File: config.mk
export PLATFORM = sky130hd
export DESIGN_NAME = mem_port_arbiter_flat
export DESIGN_NICKNAME = d
export VERILOG_FILES = /design/src/rtl/mem_port_arbiter_if.sv /design/src/rtl/mem_port_arbiter.sv /design/src/flat_wrapper.sv
export SDC_FILE = /design/constraint.sdc
export NUM_CORES = 1
export LEC_CHECK = 0
export ABC_AREA = 0
export ABC_CLOCK_PERIOD_IN_PS = 4150
export CORE_MARGIN = 2
export CORE_UTILIZATION = 39
export CTS_CLUSTER_SIZE = 14
export DETAILED_ROUTE_END_ITERATION = 6
export PLACE_DENSITY = 0.83
export SLEW_MARGIN = 0
export SYNTH_ARGS = -nofsm -noshare
export SYNTH_HDL_FRONTEND = slang
export SYNTH_SLANG_ARGS = --single-unit
File: constraint.sdc
create_clock -name clk -period 4.15 [get_ports clk]
set_input_delay 0.6225 -clock clk [delete_from_list [all_inputs] [get_ports clk]]
set_output_delay 0.6225 -clock clk [all_outputs]
set_load 0.02 [all_outputs]
File: src/rtl/mem_port_arbiter_if.sv
// Bundle of the two requester ports and the memory-side strobes of mem_port_arbiter.
// slave is the arbiter's view; master is the requester/memory side.
interface mem_port_arbiter_if #(
    parameter int ADDR_WIDTH = 5,
    parameter int DATA_WIDTH = 8
);
    logic                  req0, req1;
    logic                  we0, we1;
    logic                  lock0, lock1;
    logic [ADDR_WIDTH-1:0] addr0, addr1;
    logic [DATA_WIDTH-1:0] wdata0, wdata1;
    logic                  gnt0, gnt1;
    logic                  rvalid0, rvalid1;
    logic [DATA_WIDTH-1:0] rdata;
    logic                  mem_en, mem_we;
    logic [ADDR_WIDTH-1:0] mem_addr;
    logic [DATA_WIDTH-1:0] mem_wdata;
    logic [DATA_WIDTH-1:0] mem_rdata;
    logic                  busy;
    logic                  owner;

    modport slave (
        input  req0, req1, we0, we1, lock0, lock1, addr0, addr1, wdata0, wdata1, mem_rdata,
        output gnt0, gnt1, rvalid0, rvalid1, rdata, mem_en, mem_we, mem_addr, mem_wdata,
               busy, owner
    );

    modport master (
        output req0, req1, we0, we1, lock0, lock1, addr0, addr1, wdata0, wdata1, mem_rdata,
        input  gnt0, gnt1, rvalid0, rvalid1, rdata, mem_en, mem_we, mem_addr, mem_wdata,
               busy, owner
    );
endinterface

File: src/rtl/mem_port_arbiter.sv
// Two-port arbiter/sequencer for the CPU's single-port synchronous memory.
// One access at a time: IDLE -> ACCESS (-> RESP for reads) -> IDLE.
module mem_port_arbiter #(
    parameter int ADDR_WIDTH = 5,
    parameter int DATA_WIDTH = 8,
    parameter int PRIO_MODE  = 0
) (
    input logic              clk,
    input logic              rst,
    mem_port_arbiter_if.slave bus
);
    typedef enum logic [1:0] {IDLE = 2'd0, ACCESS = 2'd1, RESP = 2'd2} state_t;

    state_t                state, state_nx;
    logic                  last_grant, last_grant_nx;
    logic                  owner_q, owner_nx;
    logic                  lock_pend, lock_pend_nx;
    logic                  lat_we, lat_we_nx;
    logic [ADDR_WIDTH-1:0] lat_addr, lat_addr_nx;
    logic [DATA_WIDTH-1:0] lat_wdata, lat_wdata_nx;
    logic                  gnt0_q, gnt0_nx, gnt1_q, gnt1_nx;
    logic                  rvalid0_q, rvalid0_nx, rvalid1_q, rvalid1_nx;
    logic                  mem_en_q, mem_en_nx, mem_we_q, mem_we_nx;
    logic                  busy_q, busy_nx;
    logic                  win;

    always_comb begin
        state_nx      = state;
        last_grant_nx = last_grant;
        owner_nx      = owner_q;
        lock_pend_nx  = lock_pend;
        lat_we_nx     = lat_we;
        lat_addr_nx   = lat_addr;
        lat_wdata_nx  = lat_wdata;
        gnt0_nx       = 1'b0;
        gnt1_nx       = 1'b0;
        rvalid0_nx    = 1'b0;
        rvalid1_nx    = 1'b0;
        mem_en_nx     = 1'b0;
        mem_we_nx     = 1'b0;
        busy_nx       = 1'b0;

        // A pending lock only holds while its owner is still requesting.
        if (lock_pend && (owner_q ? bus.req1 : bus.req0))
            win = owner_q;
        else if (bus.req0 ^ bus.req1)
            win = bus.req1;
        else if (PRIO_MODE == 1)
            win = 1'b0;
        else
            win = ~last_grant;

        case (state)
            IDLE: begin
                lock_pend_nx = 1'b0;
                if (bus.req0 | bus.req1) begin
                    state_nx      = ACCESS;
                    last_grant_nx = win;
                    owner_nx      = win;
                    lat_we_nx     = win ? bus.we1 : bus.we0;
                    lat_addr_nx   = win ? bus.addr1 : bus.addr0;
                    lat_wdata_nx  = win ? bus.wdata1 : bus.wdata0;
                    gnt0_nx       = ~win;
                    gnt1_nx       = win;
                    mem_en_nx     = 1'b1;
                    mem_we_nx     = lat_we_nx;
                    busy_nx       = 1'b1;
                end
            end
            ACCESS: begin
                lock_pend_nx = owner_q ? bus.lock1 : bus.lock0;
                if (lat_we) begin
                    state_nx = IDLE;
                end else begin
                    state_nx   = RESP;
                    rvalid0_nx = ~owner_q;
                    rvalid1_nx = owner_q;
                    busy_nx    = 1'b1;
                end
            end
            RESP:    state_nx = IDLE;
            default: state_nx = IDLE;
        endcase
    end

    always_ff @(posedge clk or posedge rst) begin
        if (rst) begin
            state      <= IDLE;
            last_grant <= 1'b1;
            owner_q    <= 1'b0;
            lock_pend  <= 1'b0;
            lat_we     <= 1'b0;
            lat_addr   <= '0;
            lat_wdata  <= '0;
            gnt0_q     <= 1'b0;
            gnt1_q     <= 1'b0;
            rvalid0_q  <= 1'b0;
            rvalid1_q  <= 1'b0;
            mem_en_q   <= 1'b0;
            mem_we_q   <= 1'b0;
            busy_q     <= 1'b0;
        end else begin
            state      <= state_nx;
            last_grant <= last_grant_nx;
            owner_q    <= owner_nx;
            lock_pend  <= lock_pend_nx;
            lat_we     <= lat_we_nx;
            lat_addr   <= lat_addr_nx;
            lat_wdata  <= lat_wdata_nx;
            gnt0_q     <= gnt0_nx;
            gnt1_q     <= gnt1_nx;
            rvalid0_q  <= rvalid0_nx;
            rvalid1_q  <= rvalid1_nx;
            mem_en_q   <= mem_en_nx;
            mem_we_q   <= mem_we_nx;
            busy_q     <= busy_nx;
        end
    end

    // Address/data registers double as the memory bus; only meaningful while mem_en.
    assign bus.mem_addr  = lat_addr;
    assign bus.mem_wdata = lat_wdata;
    assign bus.mem_en    = mem_en_q;
    assign bus.mem_we    = mem_we_q;
    assign bus.gnt0      = gnt0_q;
    assign bus.gnt1      = gnt1_q;
    assign bus.rvalid0   = rvalid0_q;
    assign bus.rvalid1   = rvalid1_q;
    assign bus.busy      = busy_q;
    assign bus.owner     = owner_q;
    assign bus.rdata     = bus.mem_rdata;
endmodule

File: src/flat_wrapper.sv
// flat-port wrapper written by rule: the top's interface ports become plain ports
module mem_port_arbiter_flat 
#(
    parameter int ADDR_WIDTH = 5,
    parameter int DATA_WIDTH = 8,
    parameter int PRIO_MODE  = 0
)
  (clk, rst, bus_req0, bus_req1, bus_we0, bus_we1, bus_lock0, bus_lock1, bus_addr0, bus_addr1, bus_wdata0, bus_wdata1, bus_mem_rdata, bus_gnt0, bus_gnt1, bus_rvalid0, bus_rvalid1, bus_rdata, bus_mem_en, bus_mem_we, bus_mem_addr, bus_mem_wdata, bus_busy, bus_owner);
  mem_port_arbiter_if #(.ADDR_WIDTH(ADDR_WIDTH), .DATA_WIDTH(DATA_WIDTH)) bus_i ();
  input logic clk;
  input logic rst;
  input wire logic [$bits(bus_i.req0)-1:0] bus_req0;
  input wire logic [$bits(bus_i.req1)-1:0] bus_req1;
  input wire logic [$bits(bus_i.we0)-1:0] bus_we0;
  input wire logic [$bits(bus_i.we1)-1:0] bus_we1;
  input wire logic [$bits(bus_i.lock0)-1:0] bus_lock0;
  input wire logic [$bits(bus_i.lock1)-1:0] bus_lock1;
  input wire logic [$bits(bus_i.addr0)-1:0] bus_addr0;
  input wire logic [$bits(bus_i.addr1)-1:0] bus_addr1;
  input wire logic [$bits(bus_i.wdata0)-1:0] bus_wdata0;
  input wire logic [$bits(bus_i.wdata1)-1:0] bus_wdata1;
  input wire logic [$bits(bus_i.mem_rdata)-1:0] bus_mem_rdata;
  output wire logic [$bits(bus_i.gnt0)-1:0] bus_gnt0;
  output wire logic [$bits(bus_i.gnt1)-1:0] bus_gnt1;
  output wire logic [$bits(bus_i.rvalid0)-1:0] bus_rvalid0;
  output wire logic [$bits(bus_i.rvalid1)-1:0] bus_rvalid1;
  output wire logic [$bits(bus_i.rdata)-1:0] bus_rdata;
  output wire logic [$bits(bus_i.mem_en)-1:0] bus_mem_en;
  output wire logic [$bits(bus_i.mem_we)-1:0] bus_mem_we;
  output wire logic [$bits(bus_i.mem_addr)-1:0] bus_mem_addr;
  output wire logic [$bits(bus_i.mem_wdata)-1:0] bus_mem_wdata;
  output wire logic [$bits(bus_i.busy)-1:0] bus_busy;
  output wire logic [$bits(bus_i.owner)-1:0] bus_owner;
  assign bus_i.req0 = bus_req0;
  assign bus_i.req1 = bus_req1;
  assign bus_i.we0 = bus_we0;
  assign bus_i.we1 = bus_we1;
  assign bus_i.lock0 = bus_lock0;
  assign bus_i.lock1 = bus_lock1;
  assign bus_i.addr0 = bus_addr0;
  assign bus_i.addr1 = bus_addr1;
  assign bus_i.wdata0 = bus_wdata0;
  assign bus_i.wdata1 = bus_wdata1;
  assign bus_i.mem_rdata = bus_mem_rdata;
  assign bus_gnt0 = bus_i.gnt0;
  assign bus_gnt1 = bus_i.gnt1;
  assign bus_rvalid0 = bus_i.rvalid0;
  assign bus_rvalid1 = bus_i.rvalid1;
  assign bus_rdata = bus_i.rdata;
  assign bus_mem_en = bus_i.mem_en;
  assign bus_mem_we = bus_i.mem_we;
  assign bus_mem_addr = bus_i.mem_addr;
  assign bus_mem_wdata = bus_i.mem_wdata;
  assign bus_busy = bus_i.busy;
  assign bus_owner = bus_i.owner;
  mem_port_arbiter #(.ADDR_WIDTH(ADDR_WIDTH), .DATA_WIDTH(DATA_WIDTH), .PRIO_MODE(PRIO_MODE)) u_core (.clk(clk), .rst(rst), .bus(bus_i));
endmodule
---- Yosys cells after proc, flatten, opt, wreduce, memory -nomap -nowiden ----
Cells that the tools add are included.
storage, ports and cells
  register bits ........................... 26
operators by class
  reductions and logical operators ........ 4
  equality and inequality tests ........... 2
  bitwise gates (word level) .............. 5
  mux-type cells .......................... 25
operators by type and width
  kind                  number
  $mux W1               18
  $mux W8               1
  $mux W5               1
  $mux W2               2
  $pmux W1 S2           2
  $pmux W2 S2           1
  $not A1 Y1            3
  $eq A2 B1 Y1 const B  1
  $logic_not A2 Y1      1
  $ne A2 B1 Y1 const B  1
  $reduce_and A2 Y1     1
  $reduce_bool A2 Y1    1
  $logic_and A1 B1 Y1   1
  $or A1 B1 Y1          1
  $xor A1 B1 Y1         1

---- Depth between registers and ports, before layout ----
  depth after elaboration ................. 6
  mapped depth ............................ 8

---- Worst setup path before layout ----
Ideal clock, no wire load.
  kind .................................... input-to-reg
  start ................................... in bus_req1
  end ..................................... reg u_core.lat_addr[0] (netlist: u_core.bus.mem_addr[0])
  data required time ...................... 4.013 ns
  setup slack ............................. 2.072 ns
  stages on the path ...................... 7
  arrival time ............................ 1.941 ns
  buffers on the path ..................... 1
  path through ............................ inv_1 -> ha_1 -> and2_1 -> o31ai_4 -> buf_8 -> mux2i_1 -> a21oi_1
on the way
  cells in the longest elaborated chain, start to end .. 4
  elaborated cells between the ends (all ways) .. 8
  those cells by class .................... 4 x mux; 2 x bitwise; 2 x reduce/logical
ends and longest elaborated chain
  what                                                   RTL line                                        source
  start: declaration                                     flat_wrapper.sv:13                              input wire logic [$bits(bus_i.req1)-1:0] bus_req1;
  $xor A1 B1 Y1 / $mux W1 (equally long branches)        mem_port_arbiter.sv:46, mem_port_arbiter.sv:44
  $mux W1 / $logic_and A1 B1 Y1 (equally long branches)  mem_port_arbiter.sv:46, mem_port_arbiter.sv:44
  $mux W1                                                mem_port_arbiter.sv:44                          if (lock_pend && (owner_q ? bus.req1 : bus.req0))
  $mux W5                                                mem_port_arbiter.sv:61                          lat_addr_nx = win ? bus.addr1 : bus.addr0;
  end signal: assignment                                 mem_port_arbiter.sv:108                         lat_addr <= lat_addr_nx;
  end: declaration                                       mem_port_arbiter.sv:19                          logic [ADDR_WIDTH-1:0] lat_addr, lat_addr_nx;
Parallel ways exist; a longest one is shown, timed or not.
A chain may end at the register's enable or synchronous reset.

---- Worst setup path in the final report ----
  start ................................... in bus_req1
  end ..................................... reg u_core.lat_we
on the way
  cells in the longest elaborated chain, start to end .. 4
  elaborated cells between the ends (all ways) .. 8
  those cells by class .................... 4 x mux; 2 x bitwise; 2 x reduce/logical
ends and longest elaborated chain
  what                                                   RTL line                                        source
  $xor A1 B1 Y1 / $mux W1 (equally long branches)        mem_port_arbiter.sv:46, mem_port_arbiter.sv:44
  $mux W1 / $logic_and A1 B1 Y1 (equally long branches)  mem_port_arbiter.sv:46, mem_port_arbiter.sv:44
  $mux W1                                                mem_port_arbiter.sv:44
  $mux W1                                                mem_port_arbiter.sv:60                          lat_we_nx = win ? bus.we1 : bus.we0;
  end signal: assignment                                 mem_port_arbiter.sv:107                         lat_we <= lat_we_nx;
  end: declaration                                       mem_port_arbiter.sv:18                          logic lat_we, lat_we_nx;
Parallel ways exist; a longest one is shown, timed or not.

==> results.yml <==
worst_hold_path:
  min_path_type: "reg -> reg"
timing:
  fin_crit_sh_pct: 61.7
  relSlewSlack_pct: 38.5
  finalHoldViolCount: 0
  fin_crit_ns: 2.56
  fin_ws_ns: 1.59
  setup_tns_ns: 0
  max_freq_mhz: 391
  rsz0062_at_grt: "false"
  worst_slew_pin_slew_ns: 0.922
  maxSlewViolCount: 0
  setup_violations: 0
  skew_ns: 0.0124
detailed_routing:
  drt-initial-drc-count: 36
  vias: 897
  dr.pass1.iters: 6
  drt-total-wl_um: 2530
  ant_nets: 0
  viasPerCell: 4.85
  wl_per_cell_um: 13.7
  drc: 8
yosys:
  ys_seq_area_share_pct: 55.5
  synth_fp_nets: 151
  yosysTopAreaCell: "dfrtp_1"
  syn_avg_cell_area_sq_um: 10.9
  ys_types: 22
  syn_inst: 108
  ys_warn_count: 0
  synthesis.area_sq_um: 1170
  synth.top_cells.by_count: "dfrtp_1, nor2_1, mux2i_1"
  synth_area_leaders: "dfrtp_1, mux2i_1, nor2_1"
  netlist.area_leader.share_pct: 53.2
  synth_most_common_cell: "dfrtp_1"
  synth_edf_count: 0
  synthArstFlopShare_pct: 100
  synthFlopType: "dfrtp_1"
  ys_ff_latch: 26
clock_network:
  post_cts.repair.setup_buffers: 0
  numCtsBuffers: 3
  clock_sinks: 26
  cts_htree_levels: 1
  root_buffer: "clkbuf_4"
  cts_buffer_depth: 2
  tritoncts: "done"
  clk_pin_slew_ns: 0.12
  clk_latency_ns: 0.31
  cts-resized-gates: 0
  cts_hold_buf: 0
cells_and_area:
  syn2layout_area_growth_pct: 44.5
  diodes: 0
  final_core_util_pct: 60.5
  drive_gt1_share_pct: 6.49
  num-nets-final: 198
  final_area_sq_um: 1700
  final_cells: 185
power_and_ir_drop:
  p_seq_share_pct: 37.5
  irDropWorstVdd_uv: 249
  powerDensity_nw_per_um2: 690
  clkPwrFrac_pct: 8.9
  combPwrFrac_pct: 53.6
  power.switching_mw: 0.459
  cellInternalPower_mw: 0.713
  switching_share_pct: 39.1
  p_leak_nw: 0.778
floorplan:
  die_x_um: 58.9
  die_y_um: 58.9
  rows: 19
  dieArea_sq_um: 3470
  core_sq_um: 2810
  ioPinCount: 71
  start_util_pct: 41.9
global_route:
  grt_usage_pct: 15.3
  grt_overflow: 0
  grt_pass1_wl_um: 4040
  grt_pass1_vias: 941
  grt_max_degree: 31
  antenna_found_initial: 0
critical_path:
  start_kind: "input port"
  crit_path_top_delay_cell: "clkdlybuf4s50_1"
  arrival_ns: 2.71
  required_ns: 4.31
  path_class: "in -> reg"
  path_depth: 8
  path_buf_inv: 3
  critical_path.max_stage_delay_ns: 0.50
  endpoint: "u_core.lat_we$_DFFE_PP0P_"
  reg2reg_to: "u_core.lat_we$_DFFE_PP0P_"
  reg2reg_from: "u_core.bus.owner$_DFFE_PP0P_"
  r2r_slack_ns: 2.19
  startpoint: "bus_req1"
  cp_max_fo: 11
  ff2ff_path_depth: 5
  cp-end-kind: "flip-flop"
  critical-path-top-delay-family: "buffers and inverters"
  path_cells: "clkdlybuf4s50_1, inv_1, ha_1, and2_1, o31ai_4, buf_4, mux2i_1, a21oi_1"
status:
  status: "finished, violations left"
  violations: "DRC"
placed_design:
  io_buffer_count: 54
  post-place-ws_ns: 1.25
  place_hpwl_um: 2020
  dp_cells: 181
  place_area_sq_um: 1670
  place_congestion: 0.719
run:
  maxCapViolCount: 0
==> layer usage <==
| metal | global-route usage (%) | wire length, um | vias to the layer above |
|---|---|---|---|
| li1 | - | - | 438 |
| met1 | 18.3 | 975 | 421 |
| met2 | 27.0 | 1290 | 34 |
| met3 | 2.42 | 237 | 4 |
| met4 | 6.49 | 23 | 0 |
| met5 | 0 | 0 | - |
==> final cells by class <==
class / count / area (sq um)
flip-flops and latches: 26 / 652
repair buffers: 55 / 548
multi-input cells: 63 / 410
clock buffers: 4 / 26.3
fillers: 233 / 1110
inverters: 6 / 22.5
well taps: 31 / 38.8
==> registers in the layout (all words and copies together), names as in the netlist <==
name	count
u_core.bus.busy	1
u_core.bus.gnt0	1
u_core.bus.gnt1	1
u_core.bus.mem_addr	5
u_core.bus.mem_en	1
u_core.bus.mem_wdata	8
u_core.bus.mem_we	1
u_core.bus.owner	1
u_core.bus.rvalid0	1
u_core.bus.rvalid1	1
u_core.last_grant	1
u_core.lat_we	1
u_core.lock_pend	1
u_core.state	2
==> through the flow <==
| stage | hold WS, ns | power, mW |
|---|---|---|
| 2_1_floorplan | 0.476 | 0.824 |
| 3_3_place_gp | 0.502 | 1.06 |
| 5_1_grt | 0.533 | 1.25 |
| 3_5_place_dp | 0.508 | 1.09 |
| 6_report | 0.524 | 1.17 |
| 4_1_cts | 0.526 | 1.19 |
==> cell families after synthesis <==
| group | count (synthesis) | synth area share (%) |
|---|---|---|
| AO/OA/AOI/OAI | 18 | 9.58 |
| adder cells (fa/ha/maj) | 1 | 1.06 |
| buffers and inverters | 19 | 9.58 |
| flip-flops | 26 | 55.5 |
| multiplexers | 15 | 12.8 |
| AND/OR/NAND/NOR | 29 | 11.5 |
==> layout by cell type (no fill, tap or decap), types with 3 or more instances in the layout <==
cell type	n
mux2i_1	15
dfrtp_1	25
clkdlybuf4s50_1	54
nor2_1	19
inv_1	6
a21oi_1	14
nand2_1	3
clkbuf_4	3
==> how the worst min path moves through the flow <==
stage / startpoint / to / depth (start not counted)
floorplan: u_core.lock_pend$_DFFE_PP0P_ / u_core.lock_pend$_DFFE_PP0P_ / 2
global placement: u_core.state[1]$_DFFE_PP0P_ / u_core.lock_pend$_DFFE_PP0P_ / 2
detailed placement: u_core.last_grant$_DFFE_PP1P_ / u_core.last_grant$_DFFE_PP1P_ / 1
CTS: u_core.last_grant$_DFFE_PP1P_ / u_core.last_grant$_DFFE_PP1P_ / 1
global route: u_core.last_grant$_DFFE_PP1P_ / u_core.last_grant$_DFFE_PP1P_ / 1
finish: u_core.last_grant$_DFFE_PP1P_ / u_core.last_grant$_DFFE_PP1P_ / 1
==> power by group through the flow <==
stage / logic (mW) / registers, mW / clock network (mW)
final: 0.628 / 0.439 / 0.104
after detailed placement: 0.637 / 0.448 / 0
after global routing: 0.679 / 0.455 / 0.119
after floorplan: 0.269 / 0.555 / 0
after CTS: 0.638 / 0.442 / 0.108
after global placement: 0.613 / 0.442 / 0
(Power assumes the default switching activity.)
